File: config.mk
export PLATFORM = sky130hd
export DESIGN_NAME = mod_counter_cascade
export DESIGN_NICKNAME = d
export VERILOG_FILES = /design/src/rtl/mod_counter_cascade.sv
export SDC_FILE = /design/constraint.sdc
export NUM_CORES = 1
export LEC_CHECK = 0
export ABC_AREA = 1
export BUFFER_PORTS_ARGS = -buffer_cell sky130_fd_sc_hd__buf_2
export CAP_MARGIN = 10
export CORE_MARGIN = 3
export CORE_UTILIZATION = 45
export CTS_CLUSTER_DIAMETER = 120
export DETAILED_ROUTE_END_ITERATION = 16
export PLACE_DENSITY = 0.75
export SLEW_MARGIN = 20
export SYNTH_ARGS = -nofsm -noshare
export SYNTH_HDL_FRONTEND = slang
export SYNTH_SLANG_ARGS = --single-unit
export TNS_END_PERCENT = 5
File: constraint.sdc
create_clock -name clk -period 1.3 [get_ports clk]
set_input_delay 0.39 -clock clk [delete_from_list [all_inputs] [get_ports clk]]
set_output_delay 0.39 -clock clk [all_outputs]
set_load 0.02 [all_outputs]
File: src/rtl/mod_counter_cascade.sv
// mod_counter_cascade
// Cascaded modulo counter: DIGITS stages of WIDTH bits. Each stage's enable
// ripples through the terminal counts of the stages below it. Digits
// 0..DIGITS-2 wrap at MAX and the top digit wraps at TOP_MAX. The block also
// provides a parallel load with clamping, a combinational chaining carry and
// a registered wrap pulse.
//
// Optional feature macro: COUNTER_DOWN_EN
//   When defined, dir selects down counting (dir=1) and down terminal values.
//   When undefined, the block counts up only and dir is ignored.
//
// Ports:
//   clk         clock
//   reset       synchronous, active-high reset
//   carry_in    count enable for digit 0 (one step per cycle)
//   dir         0 = up, 1 = down (functional only with COUNTER_DOWN_EN)
//   load        parallel load strobe; takes priority over carry_in
//   load_value  value to load, digit i in bits [i*WIDTH +: WIDTH]
//   value       registered count, same packing as load_value
//   digit_tc    combinational; bit i set when digit i is at its terminal value
//   carry_out   combinational; carry_in & ~load & all digits terminal
//   wrap        registered one-cycle pulse after the whole counter rolled over
//   load_err    registered sticky flag: last load had an out-of-range digit
module mod_counter_cascade #(
  parameter int unsigned WIDTH   = 4,
  parameter int unsigned DIGITS  = 2,
  parameter int unsigned MAX     = 9,
  parameter int unsigned TOP_MAX = 2
) (
  input  logic                    clk,
  input  logic                    reset,
  input  logic                    carry_in,
  input  logic                    dir,
  input  logic                    load,
  input  logic [DIGITS*WIDTH-1:0] load_value,
  output logic [DIGITS*WIDTH-1:0] value,
  output logic [DIGITS-1:0]       digit_tc,
  output logic                    carry_out,
  output logic                    wrap,
  output logic                    load_err
);

  localparam int unsigned VW = DIGITS * WIDTH;

  logic [DIGITS-1:0] en;
  logic [VW-1:0]     value_nxt;
  logic              err_nxt;

  // Wrap value of digit i: the top digit uses TOP_MAX, all others MAX.
  function automatic logic [WIDTH-1:0] digit_max(input int unsigned i);
    return (i == DIGITS - 1) ? WIDTH'(TOP_MAX) : WIDTH'(MAX);
  endfunction

`ifndef COUNTER_DOWN_EN
  // dir is kept on the port list for compatibility but has no function here.
  logic unused_dir;
  assign unused_dir = dir;
`endif

  // Terminal-count detection per digit and the ripple enable chain.
  always_comb begin
    digit_tc = '0;
    en       = '0;
    for (int unsigned i = 0; i < DIGITS; i++) begin
`ifdef COUNTER_DOWN_EN
      if (dir) digit_tc[i] = (value[i*WIDTH +: WIDTH] == '0);
      else     digit_tc[i] = (value[i*WIDTH +: WIDTH] == digit_max(i));
`else
      digit_tc[i] = (value[i*WIDTH +: WIDTH] == digit_max(i));
`endif
    end
    en[0] = carry_in;
    for (int unsigned i = 1; i < DIGITS; i++) begin
      en[i] = en[i-1] & digit_tc[i-1];
    end
  end

  assign carry_out = carry_in & ~load & (&digit_tc);

  // Next-state: load (with per-digit clamp) wins over counting.
  always_comb begin
    value_nxt = value;
    err_nxt   = load_err;
    if (load) begin
      err_nxt = 1'b0;
      for (int unsigned i = 0; i < DIGITS; i++) begin
        if (load_value[i*WIDTH +: WIDTH] > digit_max(i)) begin
          value_nxt[i*WIDTH +: WIDTH] = digit_max(i);
          err_nxt                     = 1'b1;
        end else begin
          value_nxt[i*WIDTH +: WIDTH] = load_value[i*WIDTH +: WIDTH];
        end
      end
    end else begin
      for (int unsigned i = 0; i < DIGITS; i++) begin
        if (en[i]) begin
`ifdef COUNTER_DOWN_EN
          if (dir) begin
            value_nxt[i*WIDTH +: WIDTH] = (value[i*WIDTH +: WIDTH] == '0)
                                        ? digit_max(i)
                                        : value[i*WIDTH +: WIDTH] - WIDTH'(1);
          end else begin
            value_nxt[i*WIDTH +: WIDTH] = (value[i*WIDTH +: WIDTH] == digit_max(i))
                                        ? '0
                                        : value[i*WIDTH +: WIDTH] + WIDTH'(1);
          end
`else
          value_nxt[i*WIDTH +: WIDTH] = (value[i*WIDTH +: WIDTH] == digit_max(i))
                                      ? '0
                                      : value[i*WIDTH +: WIDTH] + WIDTH'(1);
`endif
        end
      end
    end
  end

  // Digit registers, wrap pulse and sticky load error.
  always_ff @(posedge clk) begin
    if (reset) begin
      value    <= '0;
      wrap     <= 1'b0;
      load_err <= 1'b0;
    end else begin
      value    <= value_nxt;
      wrap     <= carry_out;
      load_err <= err_nxt;
    end
  end

endmodule

==> flow_summary_export.csv <==
group,metric,value,unit
run_status,run_status,"complete, but fails checks",
run_status,violations,"setup timing",
synthesis,yosysUniqueCellTypes,23,
power_and_ir_drop,p_int,0.000555,W
timing,clock.fmax,0.640,GHz
placement,dp.cells,152,
routing,wirelength,2.06,mm
worst_hold_path,hp-start,"load_value[0]",
clock_network,cts_max_path_buffers,2,
power_and_ir_drop,p_total,0.000827,W
clock_network,cts_setup_buffers,0,
power_and_ir_drop,clockPowerShare,0.280,
power_and_ir_drop,switching_share,0.329,
routing,wl_per_cell,13.2,um
finish,final_cell_area,0.00103,mm2
critical_path,criticalPathCategory,"flip-flop to output port",
finish,num_antenna_cells,0,
critical_path,arrival,1.17,ns
critical_path,crit_path_top_delay_cell,"dfxtp_4",
timing,setup_viol,3,
global_route,grt_pass1_wl,3.24,mm
power_and_ir_drop,combPwrFrac,0.313,
placement,dp_hpwl,1.49,mm
critical_path,reg2reg_from,"value[0]",
timing,tightestPinTransition,0.222,ns
placement,io_buffer_count,24,
clock_network,clkTransAtPathRegs,0.07,ns
clock_network,cts_tree,"built",
timing,rsz0062_at_grt,"true",
die,ioPinCount,26,
synthesis,postSynth.asyncResetShare,0,
die,rows,12,
timing,slew_violations,0,
critical_path,start_kind,"flip-flop",
die,die_w,43.7,um
power_and_ir_drop,p_leak,0.505,nW
run,drv_cap,0,
finish,drive_above_1_share,0.479,
routing,drc,0,
power_and_ir_drop,p_seq_frac,0.407,
power_and_ir_drop,ir_worst_vdd,0.675,mV
synthesis,synthMostInstantiatedCell,"nand2_1",
synthesis,syn_area,639,um2
synthesis,ys_top_cells_by_area,"dfxtp_1, nand2_1, nand3_1, nor2_1, inv_1",
clock_network,cts_htree_levels,1,
synthesis,ys_warn_count,0,
routing,final_antenna_net_count,0,
die,die_area,0.00191,mm2
synthesis,syn_avg_cell_area,6.59,um2
finish,fin_util,0.844,
finish,syn_to_final_growth,60.5,%
synthesis,synth_seq_area_share,0.313,
clock_network,cts_made_buffers,3,
timing,slew_headroom,0.852,
timing,fin_ws,-0.262,ns
worst_hold_path,hold_class,"primary input to flip-flop",
synthesis,synth_top_area_share,0.313,
power_and_ir_drop,power_switching,0.000272,W
global_route,grt.total_usage,0.225,
global_route,overflow,0,
clock_network,clk_latency,0.27,ns
timing,hold_viol,0,
global_route,antenna_found_initial,0,
finish,fin_nets,156,
power_and_ir_drop,p_per_area,806,mW/mm2
critical_path,cp-end-kind,"output port",
critical_path,cp_data_required_time,0.91,ns
clock_network,cts.sinks,10,
routing,vias,838,
synthesis,synth_common_cells,"nand2_1, nor2_1, nand3_1, dfxtp_1, inv_1",
critical_path,path_cells,"inv_2 > nand2_4 > nor2_4 > nand2_4 > nor3_4 > buf_6",
die,coreArea,0.00122,mm2
synthesis,synthCells,97,
synthesis,synth-seq-cells,10,
critical_path,slowest_delay,0.35,ns
finish,finalNonFillerCells,156,
die,die_h,43.7,um
global_route,grt_max_degree,13,
timing,fin_crit_sh,1.20,
placement,dpl_cell_area,933,um2
routing,via_per_inst,5.37,
placement,place_congestion,0.882,
critical_path,startpoint,"value[2]",
clock_network,cts_root_buf,"clkbuf_4",
routing,detail_route.first_pass.iterations,4,
synthesis,synthesis.nets,110,
synthesis,synthFlopType,"dfxtp_1",
global_route,grt_pass1_vias,764,
die,initial_core_util,0.526,
timing,finalClockSkew,0.00726,ns
critical_path,cp_max_fo,2,
clock_network,cts_hold_buffers,0,
critical_path,critPathMostFrequentCell,"nand2_4",
routing,drt_iter0_drc,23,
synthesis,synth_top_cell_by_area,"dfxtp_1",
synthesis,synth_edf_count,0,
timing,fin_crit,1.56,ns
[cell usage in the layout, fill, tap and decap left out, drive strengths merged]
cell type / netlist / routed
o221ai: 1 / 1
inv: 12 / 12
clkbuf: 0 / 4
dfxtp: 10 / 10
nand3b: 1 / 1
a41oi: 1 / 1
a21oi: 5 / 5
nand3: 14 / 14
nand2: 21 / 21
o21ai: 6 / 6
nand4: 4 / 4
buf: 1 / 42
nor3: 1 / 1
nor2: 18 / 18
a31oi: 1 / 1
nor4: 1 / 1
[layout make-up]
| cell class | instances | area [um2] |
|---|---|---|
| Sequential cell | 10 | 215 |
| Clock buffer | 4 | 26.3 |
| Inverter | 12 | 45.0 |
| Fill cell | 92 | 190 |
| Timing Repair Buffer | 42 | 302 |
| Tap cell | 14 | 17.5 |
| Multi-Input combinational cell | 74 | 420 |
[metal layers]
metal	global-route usage	up-vias	wire (um)
met3	0.0332	9	113
met4	0.0904	0	60
li1	-	414	-
met5	0	-	0
met2	0.410	35	1060
met1	0.257	380	829
[repair_timing]
item	in CTS	in global routing
resized for setup	14	6
endpoints found under the setup margin	7	8
hold endpoints to repair	0	0
pin swaps	4	1
[kinds of logic after synthesis]
logic type,Yosys count,share of synthesized area
AO/OA/AOI/OAI,14,0.129
buffers and inverters,13,0.0783
flip-flops,10,0.313
AND/OR/NAND/NOR,60,0.479
[final timing paths]
path                     to  slack (ns)  cells after the start
setup / recovery  carry_out       -0.26                      6
hold / removal     value[0]        0.34                      3
setup reg to reg   value[5]        0.15                      8
hold reg to reg    load_err        0.55                      2
[sequential cells by signal, summed over array words and instances, names as in the netlist]
name      flops
load_err      1
value         8
wrap          1
[worst max-delay path, delay by kind of cell, from the launching register on]
| kind | cells | cell delay, ns |
|---|---|---|
| flops | 1 | 0.35 |
| simple gates | 4 | 0.35 |
| buf+inv | 2 | 0.21 |
[stage by stage]
| step | setup WS (ns) | hold WS [ns] | TNS (ns) |
|---|---|---|---|
| after floorplan | -0.162 | 0.452 | -0.312 |
| after global placement | -0.0367 | 0.539 | -0.0367 |
| after detailed placement | -0.0459 | 0.538 | -0.0459 |
| after CTS | -0.275 | 0.348 | -0.651 |
| after global routing | -0.309 | 0.379 | -0.776 |
| final | -0.262 | 0.343 | -0.625 |
[power by group through the flow]
stage	registers, W	logic (W)	clock network (W)
floorplan	0.000369	0.0000925	0
global placement	0.000338	0.000224	0
detailed placement	0.000338	0.000229	0
CTS	0.000333	0.000245	0.000234
global route	0.000338	0.000278	0.000247
finish	0.000337	0.000259	0.000232
Power figures use the tool's default switching activity.
